`src/rtl/vga_fb_arbiter.sv`:
```
// Frame-buffer RAM port arbiter for VGA scan-out. Read slots are fixed: one per
// 4-pixel group in active video. Every other cycle is a write slot, used by the
// pixel writer in IDLE or by the clear-screen engine in CLEAR.
`timescale 1ns/1ps
module vga_fb_arbiter #(
   parameter int unsigned FB_W   = 160,
   parameter int unsigned FB_H   = 120,
   parameter int unsigned ADDR_W = 15
) (
   input  logic              clk_25MHz,
   input  logic              rst,
   input  logic [9:0]        i_x,
   input  logic [9:0]        i_y,
   input  logic              i_de,
   input  logic              i_wr_valid,
   input  logic [ADDR_W-1:0] i_wr_addr,
   input  logic [11:0]       i_wr_data,
   output logic              o_wr_ready,
   input  logic              i_clear,
   input  logic [11:0]       i_clear_color,
   output logic              o_busy,
   output logic [ADDR_W-1:0] o_ram_addr,
   output logic              o_ram_we,
   output logic [11:0]       o_ram_wdata,
   input  logic [11:0]       i_ram_rdata,
   output logic [3:0]        o_red,
   output logic [3:0]        o_green,
   output logic [3:0]        o_blue,
   output logic              o_de_d,
   output logic [7:0]        o_drop_cnt
);

   localparam int unsigned       FbWords  = FB_W * FB_H;
   localparam logic [ADDR_W-1:0] WordsLim = ADDR_W'(FbWords);
   localparam logic [ADDR_W-1:0] LastAddr = ADDR_W'(FbWords - 1);

   typedef enum logic [0:0] {StIdle, StClear} state_e;

   state_e            state_q, state_d;
   logic [ADDR_W-1:0] addr_q, addr_d;
   logic              we_q, we_d;
   logic [11:0]       wdata_q, wdata_d;
   logic [ADDR_W-1:0] clr_cnt_q, clr_cnt_d;
   logic [11:0]       clr_col_q, clr_col_d;
   logic [7:0]        drop_q, drop_d;

   logic [2:0]        de_pipe_q;
   logic [1:0]        rd_pipe_q;
   logic [11:0]       pix_q;
   logic [11:0]       rgb_q;

   logic              read_slot;
   logic              write_slot;
   logic              accept;
   logic              in_range;
   logic [ADDR_W-1:0] rd_row;
   logic [ADDR_W-1:0] rd_col;
   logic [ADDR_W-1:0] rd_addr;

   // Slot decode: first pixel of each 4-pixel group in active video reads.
   assign read_slot  = i_de && (i_x[1:0] == 2'b00);
   assign write_slot = ~read_slot;

   // Frame-buffer address of the upscaled pixel: row*160 + col via shift-add.
   assign rd_row  = ADDR_W'(i_y[9:2]);
   assign rd_col  = ADDR_W'(i_x[9:2]);
   assign rd_addr = (rd_row << 7) + (rd_row << 5) + rd_col;

   // Writer may proceed only in IDLE on a write slot, never while held in reset.
   assign o_wr_ready = rst && (state_q == StIdle) && write_slot;
   assign accept     = i_wr_valid && o_wr_ready;
   assign in_range   = i_wr_addr < WordsLim;

   // Next-state: RAM command, clear engine and drop counter.
   always_comb begin
      state_d   = state_q;
      addr_d    = addr_q;
      we_d      = 1'b0;
      wdata_d   = wdata_q;
      clr_cnt_d = clr_cnt_q;
      clr_col_d = clr_col_q;
      drop_d    = drop_q;
      unique case (state_q)
         StIdle: begin
            if (accept) begin
               if (in_range) begin
                  we_d    = 1'b1;
                  addr_d  = i_wr_addr;
                  wdata_d = i_wr_data;
               end else if (drop_q != 8'hFF) begin
                  drop_d = drop_q + 8'd1;
               end
            end
            if (i_clear) begin
               state_d   = StClear;
               clr_col_d = i_clear_color;
               clr_cnt_d = '0;
            end
         end
         StClear: begin
            if (write_slot) begin
               we_d      = 1'b1;
               addr_d    = clr_cnt_q;
               wdata_d   = clr_col_q;
               clr_cnt_d = clr_cnt_q + ADDR_W'(1);
               if (clr_cnt_q == LastAddr) begin
                  state_d   = StIdle;
                  clr_cnt_d = '0;
               end
            end
         end
         default: state_d = StIdle;
      endcase
      // Scan-out read always owns the port on its slot.
      if (read_slot) begin
         addr_d = rd_addr;
         we_d   = 1'b0;
      end
   end

   // State and registered RAM command.
   always_ff @(posedge clk_25MHz or negedge rst) begin
      if (!rst) begin
         state_q   <= StIdle;
         addr_q    <= '0;
         we_q      <= 1'b0;
         wdata_q   <= '0;
         clr_cnt_q <= '0;
         clr_col_q <= '0;
         drop_q    <= '0;
      end else begin
         state_q   <= state_d;
         addr_q    <= addr_d;
         we_q      <= we_d;
         wdata_q   <= wdata_d;
         clr_cnt_q <= clr_cnt_d;
         clr_col_q <= clr_col_d;
         drop_q    <= drop_d;
      end
   end

   // Scan-out pipeline: read data returns two cycles after the slot, colour
   // register loads from it directly so output lands three cycles after the slot.
   always_ff @(posedge clk_25MHz or negedge rst) begin
      if (!rst) begin
         de_pipe_q <= '0;
         rd_pipe_q <= '0;
         pix_q     <= '0;
         rgb_q     <= '0;
      end else begin
         de_pipe_q <= {de_pipe_q[1:0], i_de};
         rd_pipe_q <= {rd_pipe_q[0], read_slot};
         if (rd_pipe_q[1]) begin
            pix_q <= i_ram_rdata;
         end
         if (de_pipe_q[1]) begin
            rgb_q <= rd_pipe_q[1] ? i_ram_rdata : pix_q;
         end else begin
            rgb_q <= '0;
         end
      end
   end

   assign o_busy      = (state_q == StClear);
   assign o_ram_addr  = addr_q;
   assign o_ram_we    = we_q;
   assign o_ram_wdata = wdata_q;
   assign o_drop_cnt  = drop_q;
   assign o_de_d      = de_pipe_q[2];
   assign o_red       = rgb_q[11:8];
   assign o_green     = rgb_q[7:4];
   assign o_blue      = rgb_q[3:0];

endmodule

```
`config.mk`:
```
export PLATFORM = sky130hd
export DESIGN_NAME = vga_fb_arbiter
export DESIGN_NICKNAME = d
export VERILOG_FILES = /design/src/rtl/vga_fb_arbiter.sv
export SDC_FILE = /design/constraint.sdc
export NUM_CORES = 1
export LEC_CHECK = 0
export ABC_AREA = 1
export CORE_ASPECT_RATIO = 1.75
export CORE_MARGIN = 3
export CORE_UTILIZATION = 39
export CTS_BUF_LIST = sky130_fd_sc_hd__clkbuf_4
export DETAILED_ROUTE_END_ITERATION = 8
export GPL_TIMING_DRIVEN = 0
export HOLD_SLACK_MARGIN = 0.05
export PLACE_DENSITY = 0.68
export REMOVE_ABC_BUFFERS = 1
export SLEW_MARGIN = 20
export SYNTH_ARGS = -nofsm -noshare
export SYNTH_HDL_FRONTEND = slang
export SYNTH_SLANG_ARGS = --single-unit
```
`constraint.sdc`:
```
create_clock -name clk_25MHz -period 2.25 [get_ports clk_25MHz]
set_clock_uncertainty 0.2 [all_clocks]
set_input_delay 0.3375 -clock clk_25MHz [delete_from_list [all_inputs] [get_ports clk_25MHz]]
set_output_delay 0.3375 -clock clk_25MHz [all_outputs]
set_load 0.005 [all_outputs]
```
Yosys cells after proc, flatten, opt, wreduce, memory -nomap -nowiden
Cells that the tools add are included.

storage, ports and cells
  output and inout port bits = 51
  flip-flop bits (word level) = 93
  word-level logic and storage cells = 59

cells by class
  reductions and logical operators = 10
  equal/unequal tests = 8
  muxes and demuxes = 22
  bitwise operators = 3
  add/subtract/negate cells = 4
  $lt $le $gt $ge = 1

operators by type and width
  kind                   number
  $mux 15                6
  $mux 12                5
  $pmux 15 s2            2
  $pmux 12 s2            1
  $add 15x1->15 const B  1
  $add 15x13->15         1
  $add 15x8->15          1
  $eq 15x15->1 const B   1
  $lt 15x15->1 const B   1
  $add 8x1->8 const B    1
  $ne 2x2->1 const B     4
  $ne 8x8->1 const B     1
  $mux 1                 6
  $ne 3x3->1 const B     2
  $reduce_and 2->1       3
  $logic_and 1x1->1      4
  $pmux 1 s2             2
  $reduce_and 4->1       1
  $not 1->1              3
  $reduce_and 3->1       1
  $logic_not 2->1        1

Longest topological paths before layout
Gate-level depths: netlist (run 1).

  depth after elaboration = 8
  mapped depth = 13
  depth with buffers taken out = 13

Worst setup path before layout (run 1)
Ideal clock, no wire load.

  path kind = input to register
  from = input i_x[9]
  to = register addr_q[12], in the netlist o_ram_addr[12]
  data arrival time = 1.908 ns
  cell stages on the path = 12
  buffers on the path = 0
  slack = 0.026 ns
  path through = inv_1 fa_1 inv_1 fa_1 nand2_1 nand2_1 nand3_1 nand3_1 nand3_1 nand2_1 nand2_1 nand2_1

between the ends
  cells in the longest elaborated chain, start to end = 2

RTL lines
  element               line  RTL
  start, declared       12    input logic [9:0] i_x,
  $add 15x8->15         67    assign rd_addr = (rd_row << 7) + (rd_row << 5) + rd_col;
  $mux 15               115   if (read_slot) begin
  end signal, assigned  133   addr_q <= addr_d;
  end, declared         40    logic [ADDR_W-1:0] addr_q, addr_d;

Every way passes these cells.
A chain may end at the register's enable or synchronous reset.

Worst setup path after layout (run 1)
  from = register state_q, in the netlist o_busy
  to = output o_busy

RTL lines
  element                 line  RTL
  start, declared         39    state_e state_q, state_d;
  start signal, assigned  124   state_q <= StIdle;
  start signal, assigned  132   state_q <= state_d;
  end, declared           21    output logic o_busy,

No word-level cell between the ends.

==> out/results.env, run 1 <==
OUTCOME='completed'
YOSYS_WARNINGS=0
AREA_GROWTH_SYN_TO_LAYOUT_PCT=38.0
TIMING.FINAL.SETUP_VIOLATIONS=0
LAYOUT.CELLS.MOST_COMMON='nand2_1'
POSTSYNTHAREAPERCELL_UM2=8.17
IOS=127
POST-SYNTH-TOP-AREA-FRACTION=0.475
GROUTE.LAYER.MET2.USAGE=0.388
CPPEAKSTAGEDELAY_NS=0.55
NUMBER_OF_CLOCK_BUFFERS_INSERTED_BY_TRITONCTS=9
FF2FF_PATH_DEPTH=7
LAYOUT-DRIVE-GT1-SHARE=0.107
FINALNONFILLERCELLS=902
MOSTFREQUENTLAYOUTCELLS='nand2_1 (237), clkdlybuf4s50_1 (120), dfrtp_1 (92)'
MAX_SLEW_MARGIN=0.539
CLOCK-SINKS=93
MAXCAPVIOLCOUNT=0
RR_STARTPOINT='o_busy'
CRIT_PATH_START_KIND='flop'
FLOORPLAN.DIE_AREA_UM2=14000
CRIT_FANOUT=5
ENDPOINT_KIND='output port'
ANTENNA_VIOLATING_NETS_POST_ROUTE=0
VIOLATION_COUNT_AFTER_THE_FIRST_DETAILED_ROUTE_ITERATION=148
GRT_FIRST_PASS_WIRELENGTH_UM=22800
HOLD_VIOL=0
GRTUSAGEMET1=0.216
USE_MET3=0.0380
MULTIINPUTGATEAREA_UM2=2320
SYNTH_CELL_TYPE_COUNT=36
VIAS=4452
WIRELENGTH_UM=13900
PLACE.GP.CONGESTION=0.893
WORST_SKEW_PAIR.LATE_LATENCY_NS=0.47
PWR_DENSITY_CELL_nW_PER_UM2=613
FOOTPRINT_OF_THE_FLIP_FLOPS_AND_LATCHES_UM2=2330
DESIGN.FINAL.NETS=826
PATH_CLASS='reg2out'
PORT_BUFFERS=124
SYNTHTOPCELLSBYAREA='dfrtp_1 (48%), nand2_1 (18%), ha_1 (4.3%)'
SYNTH.FF_LATCH_COUNT=93
CTS_TREE='built'
DETAILED_PLACE.AREA_UM2=6250
CTS.HTREE.LEVELS=3
YS_SEQ_AREA_FRAC=0.475
DRC=0
FILL_CELLS=1118
TIMING.FINAL.CRIT_PERIOD_NS=2.13
CLK_PIN_SLEW_WORST_PATHS_NS=0.16
CELLS_AFTER_DPL=870
GRT.OVERFLOW.TOTAL=0
SYN-INSTANCE-COUNT=599
CORE-AREA_UM2=12100
CTS-ROOT-BUF='clkbuf_4'
WORST_PATH_DOMINANT_CELL_FAMILY='buffers and inverters'
PATH_CELLS='buf_12 > clkdlybuf4s50_1'
FIN_AREA_UM2=6760
DRT-PASS1-ITER-COUNT=4
LARGEST_NET_DEGREE_AT_THE_START_OF_GLOBAL_ROUTING=46
DPL_HPWL_UM=9820
SYNTH.LARGEST_AREA_CELL='dfrtp_1'
WORST-ENDPOINT-REQUIRED_NS=1.71
INITIAL_ANTENNA_VIOLATION_COUNT=1
PERIOD_SHARE=0.948
MIN-DELAY-PATH-CLASS='in2reg'
STANDARD_CELL_ROWS=53
FIRST_GLOBAL_VIAS=4569
TIMING_WORST_SLEW_PIN_VALUE_NS=0.688
CP_NUM_BUF_INV=2
WORSTHOLDPATHCELLS=4
START_UTIL=0.403
RSZ0062_AT_GRT='false'
PEAKVDDDROP_uV=409
ROUTED_WIRE_LENGTH_PER_INSTANCE_UM=15.4
WORST_PATH_MAX_DELAY_CELL='dfrtp_4'
FINALCOREUTILIZATION=0.557
TOTAL_LEAKAGE_POWER_nW=3.35
SYNTH_AREA_UM2=4900
DIE_WIDTH_UM=90.7
WORSTSETUPPATHDEPTH=2
TIMING.CRITICAL_PATH.ARRIVAL_NS=1.59
CRIT_PATH_START='o_busy'
MAXCLOCKFREQUENCY_MHz=469
DIE_Y_UM=154
TRACK_USAGE=0.205
FINALMAXSLEWVIOLATIONS=0
CTSLONGESTPATHBUFFERS=2
WORST_HOLD_STARTPOINT='i_y[2]'
POST_DRT_VIA_CELL_RATIO=4.94
GLOBALROUTE.BUSIESTLAYER='met2'
FIN_SETUP_TNS_NS=0
[per-layer routing]
layer / vias to the layer above / wire length, um / share of wire
met5: - / 0 / 0
met4: 0 / 490 / 0.035
met3: 27 / 649 / 0.047
met2: 128 / 7620 / 0.55
met1: 2102 / 5140 / 0.37
li1: 2195 / - / -
[state kept, by name, summed over array words and instances (netlist names), 2 cells and up]
| name | count |
|---|---|
| clr_col_q | 12 |
| rd_pipe_q | 2 |
| de_pipe_q | 3 |
| o_ram_wdata | 12 |
| o_ram_addr | 15 |
| pix_q | 12 |
| rgb_q | 12 |
| clr_cnt_q | 15 |
| o_drop_cnt | 8 |
[area by class of cell]
class / instances / area share
clock inverters: 7 / 0.0128
inverters: 47 / 0.0282
repair buffers: 139 / 0.228
multi-input cells: 440 / 0.344
diodes: 1 / 0.000370
repair inverters: 1 / 0.000741
well taps: 165 / 0.0306
clock buffers: 9 / 0.0100
flip-flops and latches: 93 / 0.345
[what timing repair did]
item | 4_1_cts | 5_1_grt
setup endpoints to repair | 57 | 24
resized for setup | 14 | 14
hold buffers | 9 | 0
buffers inserted | 4 | 0
pin swaps | 3 | 2
endpoints found under the hold margin | 93 | 0
gates cloned | 2 | 0
[final timing paths]
path                            slack, ns        endpoint
worst min register to register       0.17    de_pipe_q[1]
max in group asynchronous            1.01        pix_q[9]
min in group asynchronous            0.55  o_ram_wdata[8]
worst max-delay path                 0.12          o_busy
worst min-delay path                 0.12   o_ram_addr[5]
worst max register to register       0.14   o_ram_addr[1]
[cells by family (layout without fill, tap and decap cells)]
family | count (synthesis) | after routing | share of synthesized area
DFF | 93 | 93 | 0.475
muxes | 13 | 13 | 0.0296
xor gates and xnor gates | 13 | 13 | 0.0233
buffers and inverters | 66 | 203 | 0.0613
adders and majority gates | 19 | 19 | 0.0516
other | 0 | 1 | 0
AOI/OAI and AO/OA | 61 | 61 | 0.0695
and+or+nand+nor | 334 | 334 | 0.289
[cell usage after synthesis, drive strengths merged]
master,n
a21oi,18
buf,15
clkbuf,4
dfrtp,93
fa,2
ha,17
inv,47
mux2,12
mux2i,1
nand2,248
nand3,42
nand3b,3
nand4,5
nor2,28
nor3,6
nor4,1
o211ai,6
o21ai,33
o22ai,4
or2,1
xnor2,5
xor2,8
[worst reg2reg max path, stage by stage, from the launching register on]
cell and delay, ns:
dfrtp_4 0.50, buf_12 0.13, clkinvlp_4 0.30, nand2_4 0.21, nand2_4 0.14, nor2_4 0.39
nand2_1 0.10, nand3_1 0.10
[through the flow]
step	power (W)	hold slack, ns	worst slack [ns]
after floorplan	0.00255	-0.158	-0.0727
after global placement	0.00306	0.133	-3.63
after detailed placement	0.00310	0.0912	-1.04
after CTS	0.00418	0.165	0.0169
after global routing	0.00440	0.154	0.00555
final	0.00414	0.119	0.118
[power by group]
| part | switching (W) | total (W) | internal [W] |
|---|---|---|---|
| clock network | 0.000643 | 0.00101 | 0.000367 |
| logic | 0.000518 | 0.00110 | 0.000583 |
| registers | 0.000138 | 0.00203 | 0.00189 |
Note: power is estimated with default switching activity, not from simulation.
==> run 2: changes to the inputs <==
==> constraint.sdc (replaced) <==
create_clock -name clk_25MHz -period 2.75 [get_ports clk_25MHz]
set_clock_uncertainty 0.2 [all_clocks]
set_input_delay 0.4125 -clock clk_25MHz [delete_from_list [all_inputs] [get_ports clk_25MHz]]
set_output_delay 0.4125 -clock clk_25MHz [all_outputs]
set_load 0.005 [all_outputs]
==> run 2 against run 1 <==
Routed wire length shrank 4.2%. Via count shrank 2.0%. Utilization shrank 1.4 points. Highest routed layer unchanged.
==> out/results.env, run 2 (synthesis gave the netlist of run 1 again) <==
LAYOUT-DRIVE-GT1-SHARE=0.0904  # -0.0169
FOOTPRINT_OF_THE_FLIP_FLOPS_AND_LATCHES_UM2=2330  # unchanged
OUTCOME='completed'
MAX_SLEW_MARGIN=0.570  # +0.0311
AREA_GROWTH_SYN_TO_LAYOUT_PCT=34.4
WIRELENGTH_UM=13300  # -4.2%
ROUTED_WIRE_LENGTH_PER_INSTANCE_UM=14.9  # -3.5%
CRIT_FANOUT=34  # +29
LARGEST_NET_DEGREE_AT_THE_START_OF_GLOBAL_ROUTING=49  # +6.5%
CTS.HTREE.LEVELS=3  # unchanged
DIE_Y_UM=154  # unchanged
VIAS=4363  # -2.0%
DPL_HPWL_UM=9820  # unchanged
FLOORPLAN.DIE_AREA_UM2=14000  # unchanged
TIMING.FINAL.CRIT_PERIOD_NS=2.56
RSZ0062_AT_GRT='false'
PWR_DENSITY_CELL_nW_PER_UM2=509  # -17%
DESIGN.FINAL.NETS=820  # -0.73%
TRACK_USAGE=0.197  # -0.00858
POST_DRT_VIA_CELL_RATIO=4.87  # -1.3%
DRC=0  # unchanged
WORST_SKEW_PAIR.LATE_LATENCY_NS=0.46  # about the same
PEAKVDDDROP_uV=330  # -19%
INITIAL_ANTENNA_VIOLATION_COUNT=1  # unchanged
TIMING_WORST_SLEW_PIN_VALUE_NS=0.642  # -0.0464 ns
ANTENNA_VIOLATING_NETS_POST_ROUTE=0  # unchanged
CTS-ROOT-BUF='clkbuf_4'
HOLD_VIOL=0  # unchanged
PORT_BUFFERS=124  # unchanged
MAXCLOCKFREQUENCY_MHz=390
PERIOD_SHARE=0.931
GRT.OVERFLOW.TOTAL=0  # unchanged
STANDARD_CELL_ROWS=53  # unchanged
CPPEAKSTAGEDELAY_NS=0.68  # +0.13 ns
GRT_FIRST_PASS_WIRELENGTH_UM=21900  # -3.6%
WORST_PATH_MAX_DELAY_CELL='dfrtp_4'
IOS=127  # unchanged
TIMING.CRITICAL_PATH.ARRIVAL_NS=1.95  # +0.36 ns
CRIT_PATH_START_KIND='flop'
MULTIINPUTGATEAREA_UM2=2270  # -2.2%
WORST-ENDPOINT-REQUIRED_NS=2.14  # +0.43 ns
VIOLATION_COUNT_AFTER_THE_FIRST_DETAILED_ROUTE_ITERATION=152  # +2.7%
ENDPOINT_KIND='output port'
DRT-PASS1-ITER-COUNT=4  # unchanged
START_UTIL=0.403  # unchanged
FILL_CELLS=1141  # +2.1%
PATH_CELLS='nor3_2 > clkdlybuf4s50_1'
TIMING.FINAL.SETUP_VIOLATIONS=0  # unchanged
DETAILED_PLACE.AREA_UM2=6250  # unchanged
FF2FF_PATH_DEPTH=7  # unchanged
CLK_PIN_SLEW_WORST_PATHS_NS=0.15  # about the same
DIE_WIDTH_UM=90.7  # unchanged
CTS_TREE='built'
TOTAL_LEAKAGE_POWER_nW=3.25  # -3.0%
LAYOUT.CELLS.MOST_COMMON='nand2_1'
WORSTHOLDPATHCELLS=0  # -4
NUMBER_OF_CLOCK_BUFFERS_INSERTED_BY_TRITONCTS=9  # unchanged
PLACE.GP.CONGESTION=0.893  # unchanged
MAXCAPVIOLCOUNT=0  # unchanged
FIN_AREA_UM2=6580  # -2.6%
MIN-DELAY-PATH-CLASS='reg2reg'
PATH_CLASS='reg2out'
CORE-AREA_UM2=12100  # unchanged
FIRST_GLOBAL_VIAS=4467  # -2.2%
CTSLONGESTPATHBUFFERS=2  # unchanged
FINALMAXSLEWVIOLATIONS=0  # unchanged
WHS_NS=0.167  # +0.0480 ns
MOSTFREQUENTLAYOUTCELLS='nand2_1 (240), clkdlybuf4s50_1 (123), dfrtp_1 (92)'
CLOCK-SINKS=93  # unchanged
FINALCOREUTILIZATION=0.542  # -0.0142
[run 2: changes by cell type in the layout (fill, tap and decap cells not counted), moves of 2 or more]
| cell | previous run | this run |
|---|---|---|
| nand2_4 | 7 | 3 |
| buf_12 | 4 | 1 |
| clkdlybuf4s50_1 | 120 | 123 |
| nand2_1 | 237 | 240 |
| nand3_1 | 38 | 41 |
| nand3_2 | 4 | 1 |
| dlymetal6s2s_1 | 2 | 0 |
| inv_6 | 5 | 3 |
[run 2: final cells by class]
class | count | share of cell area
diodes | 1 | 0.000380
clock buffers | 9 | 0.0103
clock inverters | 7 | 0.0131
inverters | 47 | 0.0278
multi-input cells | 440 | 0.345
flip-flops and latches | 93 | 0.354
well taps | 165 | 0.0314
repair buffers | 133 | 0.217
repair inverters | 1 | 0.000760
[run 2: metrics by stage]
| stage | power (W) | worst slack, ns | setup TNS (ns) | cells |
|---|---|---|---|---|
| floorplan | 0.00209 | 0.427 | 0 | 580 |
| global route | 0.00357 | 0.0874 | 0 | 896 |
| detailed placement | 0.00254 | -0.538 | -22.58 | 870 |
| global placement | 0.00250 | -3.21 | -348.47 | 869 |
| CTS | 0.00340 | 0.0612 | 0 | 894 |
| finish | 0.00335 | 0.189 | 0 | 896 |
[run 2: worst paths after layout]
path                              startpoint       endpoint  slack, ns
worst min register to register  de_pipe_q[0]   de_pipe_q[1]       0.17
worst min-delay path            de_pipe_q[0]   de_pipe_q[1]       0.17
worst max-delay path                  o_busy     o_wr_ready       0.19
max in group asynchronous                rst         o_busy       1.39
worst max register to register        o_busy  o_ram_addr[7]       0.32
min in group asynchronous                rst       pix_q[5]       0.65
[run 2: report_power, final]
part / switching [W] / internal [W]
registers: 0.000111 / 0.00155
clock network: 0.000514 / 0.000300
logic: 0.000411 / 0.000463
total: 0.00104 / 0.00231
[run 2: timing repair]
action / 4_1_cts / 5_1_grt
endpoints found under the setup margin: 57 / 24
hold buffers: 7 / 0
resized for setup: 4 / 1
endpoints found under the hold margin: 82 / 0
pin swaps: 1 / 1
gates cloned: 1 / 0
buffers inserted: 0 / 1
[run 2: layer usage]
layer	track usage	vias to the layer above	wire [um]
li1	-	2174	-
met1	0.210	2049	4950
met2	0.373	117	7390
met3	0.0355	23	593
met4	0.0840	0	382
met5	0	-	0
[run 2: worst max-delay path: cells and delay by family (launching register included)]
family | cells | cell delay [ns]
flops | 1 | 0.68
simple gates | 1 | 0.28
buf+inv | 1 | 0.54
==> patch 1 (settings of run 1) <==
The parameter `ADDR_W` goes from 15 to 17.
--- a/src/rtl/vga_fb_arbiter.sv
+++ b/src/rtl/vga_fb_arbiter.sv
@@ -5,7 +5,7 @@
 module vga_fb_arbiter #(
    parameter int unsigned FB_W   = 160,
    parameter int unsigned FB_H   = 120,
-   parameter int unsigned ADDR_W = 15
+   parameter int unsigned ADDR_W = 17
 ) (
    input  logic              clk_25MHz,
    input  logic              rst,
Ports: changed (resized i_wr_addr and o_ram_addr); port bits go from 127 to 131. The function was not compared with the original's and may differ.
==> patch 1 against run 1 <==
- the flow now finishes with violations (hold timing)
- die area increased by 5.5%
- cell area up 3.2%
- wire length increased by 6.2%
- setup slack worse by 84 ps
- sequential cell count increased by 4
- core utilization fell by 1.8 points
- register-to-register slack gained 20 ps
- via count increased by 6.9%
- fmax shrank 3.8%
- total power grew 0.38%
- final cell count rose by 6.1%
- synthesized area grew 5.9%
- non-clock buffer count rose by 5
- largest cell class is now multi-input combinational cells
==> patch 1: results <==
synthesis:
  post_synth_num_cell_types: 38
  async_flop_share_pct: 100.0
  seq_area_frac_synth_pct: 46.84
  synth_xor_area_share_pct: 2.873
  synthTopCellsByCount: "263 x nand2_1, 97 x dfrtp_1, 48 x nand3_1, 46 x inv_1, 30 x nor2_1"
  synthTopCellsByArea: "dfrtp_1 47%, nand2_1 19%, nand3_1 4.6%, ha_1 4.1%, inv_1 3.3%"
  synth_adder_area_share_pct: 4.877
  synth_compound_area_share_pct: 6.712
sta:
  whs_ps: -365.2
  hold_viol: 97
  relSlewSlack_pct: 66.41
  finalWorstSetupSlack_ps: 34.36
placed_design:
  port_buffers: 128
  place.gp.congestion: 0.9036
  dpl.hpwl_um: 10530
  pre_cts_slack_ps: -1026
grt:
  grt_usage_pct: 20.33
  met2_usage_pct: 37.33
  met1_usage_pct: 23.08
  grtUsageMet3_pct: 3.215
  grt_pass1_vias: 4810
  grt_max_degree: 82
  grt_pass1_wl_um: 23490
cells_and_area:
  non_clock_inverter_count: 53
  final-clk-cell-share_pct: 1.615
  multi_input_area_mm2: 0.002519
  n_fill_cell: 1251
  seq_area_share_pct: 34.86
  n_all_buffers: 144
  area_share_nonclk_buffers_pct: 21.07
  drive_above_1_share_pct: 10.83
setup_path:
  crit_arrival_ps: 2370
  path_delay_family: "adder cells"
  r2r_slack_ps: 160
  critical-path-max-stage-delay_ps: 430
  cpMaxStageDelayCell: "clkdlybuf4s50_1"
  crit_path_max_fanout: 3
route:
  drt_iter0_drc: 297
  via_count: 4761
  drtPass1Iterations: 6
cts:
  htreeDepth: 3
  cts_buffers: 9
  cts.sinks: 97
power_and_ir_drop:
  clkPwrFrac_pct: 19.8
  irDropWorstVdd_mv: 0.2502
  power_leakage_uw: 0.003419
  pwr_density_cell_mw_per_mm2: 596.3
  pg_comb_uw: 1170
status:
  status: "complete, but fails checks"
  failed_checks: "hold timing"
min_path:
  hold_class: "in -> async"
[patch 1: changes by cell type after synthesis, moves of 3 or more]
cell / before / now
nor2_2: 6 / 3
nand2_1: 240 / 263
nand3b_1: 3 / 0
clkbuf_1: 3 / 6
nand3_1: 41 / 48
nor2_1: 21 / 30
dfrtp_1: 93 / 97
inv_1: 43 / 46
xor2_1: 8 / 14
o21ai_0: 24 / 9
a31oi_1: 0 / 7
o21ai_2: 4 / 1
buf_1: 1 / 4
[patch 1: path summary, 6_finish.rpt]
check | startpoint | endpoint | depth (start not counted)
worst min-delay path | rst | clr_cnt_q[5] | 3
worst max-delay path | i_y[3] | o_ram_addr[14] | 15
worst max register to register | o_busy | o_ram_addr[10] | 7
worst min register to register | de_pipe_q[0] | de_pipe_q[1] | 0
max in group asynchronous | rst | o_busy | 4
min in group clk_25MHz | de_pipe_q[0] | de_pipe_q[1] | 0
[patch 1: per-layer routing]
metal	routed length, um	up-vias	share of wire [%]
met2	7992	145	54
li1	-	2335	-
met1	5508	2249	37
met3	785	32	5.3
met5	0	-	0
met4	469	0	3.2
[patch 1: worst min-delay path, delay by kind of cell]
family / cells / cell delay (ps)
buf+inv: 3 / 330
[patch 1: through the flow]
stage	utilization [%]	std cells	hold WS, ps	cell area [um2]
3_5_place_dp	50.88	923	-5.064	6583
4_1_cts	52.93	949	-522.8	6848
5_1_grt	53.90	957	-383.1	6973
6_report	53.90	957	-365.2	6973
2_1_floorplan	-	623	-158.1	5059
3_3_place_gp	50.66	922	132.5	6554
[patch 1: what timing repair did]
action / CTS / global route
setup endpoints to repair: 70 / 22
endpoints found under the hold margin: 97 / 97
pin swaps: 5 / 7
buffers inserted: 8 / 5
cloned: 3 / 0
resized for setup: 19 / 13
==> patch 2 (flow settings as in run 1) <==
Without the edit above. Take the reset off `addr_q` and `wdata_q` and load them in a clocked block of their own.
--- a/src/rtl/vga_fb_arbiter.sv
+++ b/src/rtl/vga_fb_arbiter.sv
@@ -122,21 +122,22 @@
    always_ff @(posedge clk_25MHz or negedge rst) begin
       if (!rst) begin
          state_q   <= StIdle;
-         addr_q    <= '0;
          we_q      <= 1'b0;
-         wdata_q   <= '0;
          clr_cnt_q <= '0;
          clr_col_q <= '0;
          drop_q    <= '0;
       end else begin
          state_q   <= state_d;
-         addr_q    <= addr_d;
          we_q      <= we_d;
-         wdata_q   <= wdata_d;
          clr_cnt_q <= clr_cnt_d;
          clr_col_q <= clr_col_d;
          drop_q    <= drop_d;
       end
+   end
+
+   always_ff @(posedge clk_25MHz) begin
+      addr_q  <= addr_d;
+      wdata_q <= wdata_d;
    end
 
    // Scan-out pipeline: read data returns two cycles after the slot, colour
Function: changed (a bounded check fails within 4 cycles, from zero or initial values and one cycle with rst low).
==> patch 2 against run 1 <==
- via count fell by 6.2%
- wire length is 6.8% lower
- clock power fell by 12%
- sequential power up 4%
- sequential cell count is the same
- synthesized cell count shrank 9.5%
- total power decreased by 3.3%
- die area is 0.70% lower
- setup slack got worse by 69 ps
- cell area decreased by 0.80%
- fmax fell by 3.1%
- synthesized area down 0.74%
- sequential share of layout area increased by 2.3 points
- non-clock buffer count grew 6
- highest routed layer unchanged
==> patch 2: results <==
setup_path:
  critical-path-max-stage-delay_ps: 540
  crit_arrival_ps: 1660
  crit_path_max_fanout: 10
cts:
  clk_pin_slew_ps: 150
  cts_buffers: 9
  cts-root-buf: "clkbuf_4"
  clk_latency_ps: 460
  ctsHoldBuffers: 8
  cts_buffer_depth: 2
  cts-resized-gates: 19
  htreeDepth: 3
  postCtsSetupRepairBufs: 7
placed_design:
  pre_cts_slack_ps: -699.0
  place_area_mm2: 0.006237
  place.gp.congestion: 0.9160
  dpl.hpwl_um: 9232
  placedCellCount: 817
grt:
  grt_pass1_vias: 4305
  antenna_found_initial: 1
  grt_pass1_wl_um: 21250
  grt_max_degree: 34
  grt_usage_pct: 19.24
route:
  via_per_inst: 4.885
  routed_wirelength_um: 12960
  drtPass1Iterations: 5
  drt_iter0_drc: 197
synthesis:
  synth_adder_area_share_pct: 5.201
  synth-edff-count: 27
  seq_area_frac_synth_pct: 50.67
  async_flop_share_pct: 70.97
  syn_inst: 542
  post_synth_num_cell_types: 36
  ys.flop_type: "dfrtp_1"
  synthTopCellsByCount: "206 x nand2_1, 66 x dfrtp_1, 39 x inv_1, 28 x nor2_1"
  synthTopCellsByArea: "dfrtp_1 34%, edfxtp_1 17%, nand2_1 16%, ha_1 4.4%, mux2_4 3.1%"
  yosys_warnings: 0
  synth_xor_area_share_pct: 2.523
  synthMuxAreaShare_pct: 3.553
  synth_compound_area_share_pct: 6.334
power_and_ir_drop:
  irDropWorstVdd_mv: 0.2762
  p_int_uw: 2779
  power_leakage_uw: 0.003188
  combPwrFrac_pct: 25.0
  p_seq_share_pct: 53.0
cells_and_area:
  fin_cells: 855
  fin_nets: 779
  drive_above_1_share_pct: 14.37
  n_fill_cell: 1123
status:
  status: "completed"
sta:
  worstMarginPinSlew_ps: 479.4
patch 2: stage by stage:
stage	total power, uW	util, %
2_1_floorplan	2586	-
3_3_place_gp	3066	51.46
3_5_place_dp	3107	51.68
4_1_cts	4032	55.12
5_1_grt	4235	55.53
6_report	4006	55.53
patch 2: metal layers:
metal	part of all wire, %	routed length, um	up-vias	track usage [%]
met5	0	0	-	0
li1	-	-	2040	-
met4	3.6	469	0	8.035
met2	55	7074	139	35.91
met1	37	4812	1967	21.28
met3	4.6	600	31	3.328
patch 2: final timing paths:
path / depth (start not counted) / to / slack [ps] / startpoint
worst max-delay path: 2 / o_busy / 50 / o_busy
worst min-delay path: 1 / de_pipe_q[0] / 130 / i_de
worst max register to register: 8 / clr_cnt_q[5] / 150 / o_busy
worst min register to register: 0 / rd_pipe_q[1] / 170 / rd_pipe_q[0]
max in group asynchronous: 8 / o_busy / 940 / rst
min in group asynchronous: 8 / pix_q[4] / 650 / rst
patch 2: final cells by class:
cell class | count | share of cell area, %
Antenna cell | 1 | 0.03734
Clock buffer | 9 | 1.008
Clock inverter | 7 | 0.9335
Inverter | 46 | 2.763
Multi-Input combinational cell | 388 | 32.65
Sequential cell | 93 | 36.80
Tap cell | 165 | 3.081
Timing Repair Buffer | 145 | 22.59
Timing Repair inverter | 1 | 0.1307
patch 2: kinds of logic after synthesis:
group / count (synthesis)
XOR/XNOR: 14
AO/OA/AOI/OAI: 51
multiplexers: 12
AND/OR/NAND/NOR: 291
adder cells (fa/ha/maj): 19
buffers and inverters: 62
flip-flops: 93
patch 2: worst max-delay path, delay by kind of cell, from the launching register on:
family   cells  cell delay (ps)
buf+inv      2              670
flops        1              540
